### src/rtl/char_ram_arbiter.sv
// char_ram_arbiter: cycle-by-cycle arbitration of the single-port character RAM, VGA fetches first, CPU in idle slots.
// Define CHAR_ARB_BLANK_ONLY_EN to restrict CPU grants to cycles where vga_blank is high.
module char_ram_arbiter #(
    parameter int ADDR_W = 13,
    parameter int DATA_W = 8
) (
    input  logic              clk,
    input  logic              rst_n,
    input  logic              vga_req,
    input  logic [ADDR_W-1:0] vga_address,
    input  logic              vga_blank,
    output logic [DATA_W-1:0] vga_data,
    output logic              vga_valid,
    input  logic              cpu_req,
    input  logic              cpu_we,
    input  logic [ADDR_W-1:0] cpu_address,
    input  logic [DATA_W-1:0] cpu_wdata,
    output logic [DATA_W-1:0] cpu_rdata,
    output logic              cpu_ack,
    output logic [ADDR_W-1:0] ram_address,
    output logic              ram_we,
    output logic [DATA_W-1:0] ram_wdata,
    input  logic [DATA_W-1:0] ram_rdata,
    output logic              mode
);
    typedef enum logic [1:0] {IDLE, VGA, CPU} state_t;
    typedef enum logic [1:0] {TAG_NONE, TAG_VGA, TAG_CPU} tag_t;

`ifdef CHAR_ARB_BLANK_ONLY_EN
    localparam bit BLANK_ONLY = 1'b1;
`else
    localparam bit BLANK_ONLY = 1'b0;
`endif

    state_t            state, state_nx;
    tag_t              tag0, tag1, tag_nx;
    logic              vga_pend, cpu_pend, cpu_busy, cpu_go, blank_ok;
    logic              grant_vga, grant_cpu, grant_wr;
    logic [ADDR_W-1:0] vga_addr_q;

    assign blank_ok = !BLANK_ONLY || vga_blank;
    assign mode     = state == CPU;

    // cpu_pend is the CPU request sampled one edge earlier, so a VGA request
    // arriving on the same edge always wins the first slot.
    always_comb begin
        cpu_go    = cpu_pend && !cpu_busy && !cpu_ack && blank_ok;
        state_nx  = vga_pend ? VGA : cpu_go ? CPU : IDLE;
        grant_vga = state_nx == VGA;
        grant_cpu = state_nx == CPU;
        grant_wr  = grant_cpu && cpu_we;
        tag_nx    = grant_vga ? TAG_VGA : (grant_cpu && !cpu_we) ? TAG_CPU : TAG_NONE;
    end

    always_ff @(posedge clk or negedge rst_n) begin
        if (!rst_n) begin
            state       <= IDLE;
            tag0        <= TAG_NONE;
            tag1        <= TAG_NONE;
            vga_pend    <= 1'b0;
            vga_addr_q  <= '0;
            cpu_pend    <= 1'b0;
            cpu_busy    <= 1'b0;
            ram_address <= '0;
            ram_we      <= 1'b0;
            ram_wdata   <= '0;
            vga_data    <= '0;
            vga_valid   <= 1'b0;
            cpu_rdata   <= '0;
            cpu_ack     <= 1'b0;
        end else begin
            state    <= state_nx;
            tag0     <= tag_nx;
            tag1     <= tag0;
            cpu_pend <= cpu_req && !cpu_ack;
            if (vga_req) begin
                vga_pend   <= 1'b1;
                vga_addr_q <= vga_address;
            end else if (grant_vga) begin
                vga_pend <= 1'b0;
            end
            if (grant_vga) begin
                ram_address <= vga_addr_q;
            end else if (grant_cpu) begin
                ram_address <= cpu_address;
                ram_wdata   <= cpu_wdata;
            end
            ram_we    <= grant_wr;
            vga_valid <= tag1 == TAG_VGA;
            if (tag1 == TAG_VGA) vga_data <= ram_rdata;
            if (tag1 == TAG_CPU) cpu_rdata <= ram_rdata;
            cpu_ack  <= grant_wr || tag1 == TAG_CPU;
            cpu_busy <= (grant_cpu && !cpu_we) ? 1'b1 : (tag1 == TAG_CPU) ? 1'b0 : cpu_busy;
        end
    end
endmodule
### config.mk
export PLATFORM = sky130hd
export DESIGN_NAME = char_ram_arbiter
export DESIGN_NICKNAME = d
export VERILOG_FILES = /design/src/rtl/char_ram_arbiter.sv
export SDC_FILE = /design/constraint.sdc
export NUM_CORES = 1
export LEC_CHECK = 0
export CORE_MARGIN = 1
export CORE_UTILIZATION = 41
export CTS_BUF_LIST = sky130_fd_sc_hd__clkbuf_8
export CTS_CLUSTER_DIAMETER = 60
export CTS_CLUSTER_SIZE = 20
export DETAILED_ROUTE_END_ITERATION = 6
export GPL_TIMING_DRIVEN = 0
export PLACE_DENSITY = 0.75
export SYNTH_ARGS = -nofsm -noshare
export SYNTH_HDL_FRONTEND = slang
export SYNTH_SLANG_ARGS = --single-unit
export TNS_END_PERCENT = 10
### constraint.sdc
create_clock -name clk -period 2.35 [get_ports clk]
set_clock_uncertainty 0.2 [all_clocks]
set_input_delay 0.47 -clock clk [delete_from_list [all_inputs] [get_ports clk]]
set_output_delay 0.47 -clock clk [all_outputs]
set_load 0.03 [all_outputs]
**Word level (Yosys, flattened, before mapping)**

Cells that the tools add are included.

- Multiplexer cells: 10
- Equality and inequality tests: 5
- Bitwise logic cells: 1
- Reductions and logical operators: 13

Operator list:

| cell | number |
|---|---|
| 13-bit two-way mux | 2 |
| 2-bit two-way mux | 4 |
| 2-bit equality test, second input constant | 3 |
| 2-bit nonzero test | 3 |
| 1-bit logical AND | 5 |
| 2-bit by 1-bit equality test with 1-bit output, second input constant | 2 |
| 1-bit two-way mux | 4 |
| 1-bit logical NOT | 3 |
| 2-bit AND reduction | 1 |
| 1-bit logical OR | 1 |
| 1-bit inverter | 1 |

- Logic and storage cells: 43
- Input bits: 48
- Bits in registers: 62

**Depth between registers and ports, before layout**

- Depth after elaboration: 9
- Mapped depth: 4
- Mapped depth without buffers: 3

**Least setup slack after synthesis**

Ideal clock, no wire load.

- Path type: reg-to-reg
- From: register cpu_ack
- To: register ram_wdata[0]
- Clock period less this slack: 1.725 ns
- Stages on the path, launching flop included: 4
- Arrival time: 1.397 ns
- Required time: 2.023 ns
- Setup slack: 0.625 ns
- Cell sequence: dfrtp_1 -> nor4b_4 -> buf_6 -> mux2_1

- Longest elaborated chain between the ends: 7
- Elaborated cells between the ends (all ways): 8
- Classes of those cells: eq/ne: 2; mux: 2; bitwise: 1; reduce/logical: 3

RTL lines:

| element | RTL line | text |
|---|---|---|
| start: declaration | 19 | `output logic cpu_ack,` |
| start signal: assignment | 70 | `cpu_ack <= 1'b0;` |
| start signal: assignment | 92 | `cpu_ack <= grant_wr \|\| tag1 == TAG_CPU;` |
| 1-bit logical NOT * | 47 | `cpu_go = cpu_pend && !cpu_busy && !cpu_ack && blank_ok;` |
| 1-bit logical AND * | 47 |  |
| 2-bit two-way mux * (2 in series) | 48 | `state_nx = vga_pend ? VGA : cpu_go ? CPU : IDLE;` |
| via state_nx[1] | 35 | `state_t state, state_nx;` |
| 2-bit by 1-bit equality test with 1-bit output | 49 | `grant_vga = state_nx == VGA;` |
| 1-bit inverter (no line) | -- |  |
| 2-bit AND reduction (no line) * | -- |  |
| end signal: assignment | 86 | `ram_wdata <= cpu_wdata;` |
| end: declaration | 22 | `output logic [DATA_W-1:0] ram_wdata,` |

Mark *: on every way through the listed nets, which the timed path passes. The rest lies on a longest branch.
A chain may end at the register's enable or synchronous reset.

**Worst setup path in the final report**

- From: register state[0]
- To: output mode

- Longest elaborated chain between the ends: 1

RTL lines:

| element | RTL line | text |
|---|---|---|
| start: declaration | 35 |  |
| start signal: assignment | 72 | `state <= state_nx;` |
| 2-bit equality test | 42 | `assign mode = state == CPU;` |
| end: declaration | 24 | `output logic mode` |

No other way between the ends.

==> impl_metrics.ini <==
[setup_path]
worstPathMaxFanout = 1
cp_cell_sequence = nor2b_1, clkdlybuf4s50_1
max_stage_delay_ps = 720
crit_type = reg2out
worstSetupStartpointType = flip-flop
cp_slowest_cell = clkdlybuf4s50_1
setup.worst_path.end_class = primary output
crit_buf_inv = 1
critPathTopFamily = buffers and inverters
cp.arrival_ps = 1590
cp.required_ps = 1680

[cts]
numCtsBuffers = 9
clock_latency_ps = 330
clockRootBuffer = clkbuf_8
cts_buffer_depth = 2
cts_max_level = 3
clkSinkCount = 62
cts_resized = 0
cts_tree = yes
cts_setup_buffers = 0
cts_hold_buf = 1
clk_pin_slew_ps = 60

[status]
outcome = finished, final reports clean

[floorplanning]
initial_core_util_pct = 43.9
die-area_mm2 = 0.00595
die_h_um = 77.1
core_mm2 = 0.00527
die_w_um = 77.1
fp-row-count = 26
pin_count = 89

[global_routing]
overflow = 0
grt_pass1_wl_um = 7980
grt_start_max_net_pins = 33
grt_pass1_vias = 1674
track_usage_pct = 17.9
antenna_found_initial = 0

[place]
port_buffers = 87
dpl.hpwl_um = 3360
place.gp.congestion = 0.683
place_ws_ps = 276
place_area_mm2 = 0.00329
placed_cells = 303

[sta]
clock.fmax_mhz = 443
finalSetupViolCount = 0
fin_crit_ps = 2260
setup_tns_ps = 0
tightest_slew_ps = 724
setup_ws_ps = 93.3
fin_crit_sh_pct = 96.0
rsz0062_at_grt = false
final_hold_viol_count = 0
drv_slew = 0
maxSlewHeadroom_pct = 51.7

[finish]
final_cell_mix = clkdlybuf4s50_1, dfrtp_1, mux2_1, mux2_2, a21o_1
nets = 293
drive_gt1_share_pct = 16.0
antenna_cells = 0
fin_util_pct = 66.7
final_common_cell = clkdlybuf4s50_1
stdcell_area_mm2 = 0.00351
area_delta_synth_final_pct = 51.8
final.fill_count = 416
stdcell_count = 320

[hold_path]
min_path_type = reg2reg

[pwr]
power_frac_comb_pct = 34.5
leakage_nw = 1.57
p_int_w = 0.00256
powerDensity_mw_per_mm2 = 1070
p_clk_share_pct = 26.8
p_sw_share_pct = 32.1
ir_worst_vdd_v = 0.000529
p_seq_share_pct = 38.8
p_sw_w = 0.00121

[routing]
routed_wl_um = 4790
firstDrtPassIters = 3
drt_iter0_drc = 45
via_per_inst = 4.83
wire_per_inst_um = 15.0
drcViolationCount = 0
num_vias = 1547
final_antenna_net_count = 0

[synthesis]
netlist_top_cells_area = dfrtp_1, mux2_1, mux2_2
synth.net_count = 193
synth-seq-cells = 62
syn_inst = 145
synth_area_mm2 = 0.00231
synth.avg_cell_area_um2 = 16.0
ys_seq_area_share_pct = 67.0
synth_top_area_cell = dfrtp_1
synth_top_area_share_pct = 67.0
yosysUniqueCellTypes = 15
yosys_warnings = 0

[flow_run]
cap_violations = 0
power groups by stage:
stage	clock (W)	combinational, W	sequential (W)
floorplan	0	0.000273	0.00190
detailed placement	0	0.00131	0.00148
CTS	0.00103	0.00132	0.00146
finish	0.00101	0.00130	0.00146
global route	0.00108	0.00137	0.00150
global placement	0	0.00129	0.00147
flip-flops by register name, summed over array words and instances, names as in the netlist:
| register | count |
|---|---|
| tag1 | 2 |
| cpu_pend | 1 |
| ram_we | 1 |
| vga_pend | 1 |
| tag0 | 2 |
| cpu_ack | 1 |
| cpu_rdata | 8 |
| vga_data | 8 |
| vga_valid | 1 |
| vga_addr_q | 13 |
| cpu_busy | 1 |
| ram_wdata | 8 |
| state | 2 |
| ram_address | 13 |
routing by layer:
layer	track usage [%]	wire length [µm]	share of wire, %	vias up
met2	26.7	2240	47	63
li1	-	-	-	717
met1	22.2	2100	44	759
met3	7.50	396	8.3	8
met4	9.06	63	1.3	0
met5	0	0	0	-
per-stage QoR:
stage	total power [W]	hold slack, ps
after CTS	0.00382	149
after detailed placement	0.00279	135
after global routing	0.00395	155
after global placement	0.00276	132
after floorplan	0.00217	-25.6
final	0.00377	149
logic make-up (layout without fill, tap and decap cells):
group	after synthesis	in the layout	synth area share [%]
simple gates	10	10	3.41
compound gates	27	27	9.46
mux	37	37	18.0
buf+inv	9	114	2.11
flops	62	62	67.0
worst paths after layout:
kind | startpoint | to | cells after the start | slack [ps]
hold reg to reg | tag0[0]$_DFF_PN0_ | tag1[0]$_DFF_PN0_ | 0 | 150
hold / removal | tag0[0]$_DFF_PN0_ | tag1[0]$_DFF_PN0_ | 0 | 150
min in group asynchronous | rst_n | cpu_ack$_DFF_PN0_ | 2 | 540
setup reg to reg | vga_pend$_DFFE_PN0P_ | ram_wdata[4]$_DFFE_PN0P_ | 3 | 480
setup / recovery | state[0]$_DFF_PN0_ | mode | 2 | 90
max in group asynchronous | rst_n | ram_address[4]$_DFFE_PN0P_ | 3 | 800
synthesized netlist by cell type:
| library cell | instances |
|---|---|
| dfrtp_1 | 62 |
| mux2_1 | 19 |
| mux2_2 | 18 |
| a21o_1 | 14 |
| a22o_1 | 13 |
| clkbuf_1 | 4 |
| nor2b_1 | 4 |
| buf_2 | 3 |
| nand2b_1 | 2 |
| and2_1 | 1 |
| buf_4 | 1 |
| buf_6 | 1 |
| nor2_1 | 1 |
| nor3b_1 | 1 |
| nor4b_4 | 1 |
final cells by class:
cell class,count,area [µm²],area share [%]
timing repair buffer,89,896,25.5
tap,70,87.6,2.49
buffer,9,48.8,1.39
multi-input combinational,74,714,20.3
sequential,62,1550,44.2
clock inverter,6,77.6,2.21
clock buffer,10,138,3.92
Note: power is estimated with default switching activity, not from simulation.
==> edit (same settings) <==
`DATA_W`: 8 -> 9.
--- a/src/rtl/char_ram_arbiter.sv
+++ b/src/rtl/char_ram_arbiter.sv
@@ -4,3 +4,3 @@
     parameter int ADDR_W = 13,
-    parameter int DATA_W = 8
+    parameter int DATA_W = 9
 ) (
Interface: changed (5 resized); port bits go from 89 to 94. The function was not compared with the original's and may differ.
==> edit against the original RTL <==
  * Non-clock buffer count is 4 higher
  * Sequential cell count is 3 higher
  * Highest routed layer unchanged
  * Count of clock-buffer cells in the layout is 2 higher
  * Wire length is 2.8% higher
  * Final area is 4.0% higher
  * Worst setup slack better by 95 ps
  * Sequential power is 5% higher
  * Via count is 3.6% higher
  * Synthesized area is 5.4% higher
  * Total power is 4.6% higher
==> edit: results <==
export IMPL_relSlewSlack_pct=46.8
export IMPL_post_synth_most_frequent_cells="sky130_fd_sc_hd__dfrtp_1, sky130_fd_sc_hd__mux2_2, sky130_fd_sc_hd__a21o_1"
export IMPL_syn_inst=152
export IMPL_postSynthNetCount=202
export IMPL_critPathMaxFanout=4
export IMPL_min_delay_path_class="input pin to asynchronous set/reset pin"
export IMPL_grt_pass1_vias=1607
export IMPL_place_area_um2=3450
export IMPL_grt_start_max_net_pins=66
export IMPL_switchingPower_mw=1.28
export IMPL_buffer_ports_inserted=92
export IMPL_final_net_count=305
export IMPL_outcome="finished clean"
export IMPL_detailedRoute_firstPassIterationCount=4
export IMPL_worst_r2r_cell_count=4
export IMPL_setup_worst_path_start="cpu_ack$_DFF_PN0_"
export IMPL_drive_above_1_share_pct=23.8
export IMPL_yosys_top_cells_area="sky130_fd_sc_hd__dfrtp_1, sky130_fd_sc_hd__mux2_2, sky130_fd_sc_hd__a22o_1, sky130_fd_sc_hd__a21o_1, sky130_fd_sc_hd__buf_6"
export IMPL_grt_util_all_layers_pct=17.7
export IMPL_grt_pass1_wl_um=8090
export IMPL_place_hpwl_um=3350
export IMPL_synth_seq_area_share_pct=66.7
export IMPL_intPower_mw=2.66
export IMPL_ys_async_sr_fraction_pct=100
export IMPL_clock_latency_ps=330
export IMPL_post_cts_buffers=0
export IMPL_final_cell_count_no_fill=332
export IMPL_n_fill_cell=470
export IMPL_peakVddDrop_mv=0.500
export IMPL_comb_power_share_pct=36.6
export IMPL_data_arrival_time_of_the_worst_path_ps=1490
export IMPL_seq_cell_power_mw=1.53
export IMPL_gpl_final_weighted_congestion=0.698
export IMPL_post_drt_via_cell_ratio=4.83
export IMPL_placed_cells=316
export IMPL_leakage_nw=1.62
export IMPL_drt_total_wl_um=4930
export IMPL_cts_clk_slew_worst_paths_ps=70
-- edit: per-layer routing --
layer	wire, µm	GRT usage, %	up-vias
li1	-	-	747
met1	2260	22.5	782
met2	2170	26.0	65
met3	400	6.67	8
met4	102	9.82	0
met5	0	0	-
-- edit: path summary, 6_finish.rpt --
check,end,slack (ps)
hold / removal,ram_wdata[0]$_DFFE_PN0P_,30
max in group asynchronous,vga_data[1]$_DFFE_PN0P_,1400
hold reg to reg,tag1[1]$_DFF_PN0_,170
setup / recovery,cpu_ack,190
setup reg to reg,ram_wdata[1]$_DFFE_PN0P_,400
min in group clk,tag1[1]$_DFF_PN0_,170
-- edit: layout make-up --
| class | instances | area, µm² | area share [%] |
|---|---|---|---|
| Buffer | 10 | 63.8 | 1.75 |
| Clock buffer | 12 | 165 | 4.52 |
| Clock inverter | 4 | 42.5 | 1.16 |
| Multi-Input combinational cell | 77 | 748 | 20.5 |
| Sequential cell | 65 | 1630 | 44.5 |
| Tap cell | 72 | 90.1 | 2.46 |
| Timing Repair Buffer | 92 | 918 | 25.1 |
-- edit: cell families after synthesis --
logic type | count (synthesis) | synth area share [%]
AND/OR/NAND/NOR | 10 | 3.23
buffers and inverters | 10 | 2.62
flip-flops | 65 | 66.7
AO/OA/AOI/OAI | 27 | 8.98
multiplexers | 40 | 18.5
-- edit: metrics by stage --
step	setup slack [ps]	util (%)	TNS, ps
floorplan	566	-	0
global placement	-1510	61.5	-97790
detailed placement	279	61.5	0
CTS	174	65.2	0
global route	135	65.2	0
finish	188	65.2	0
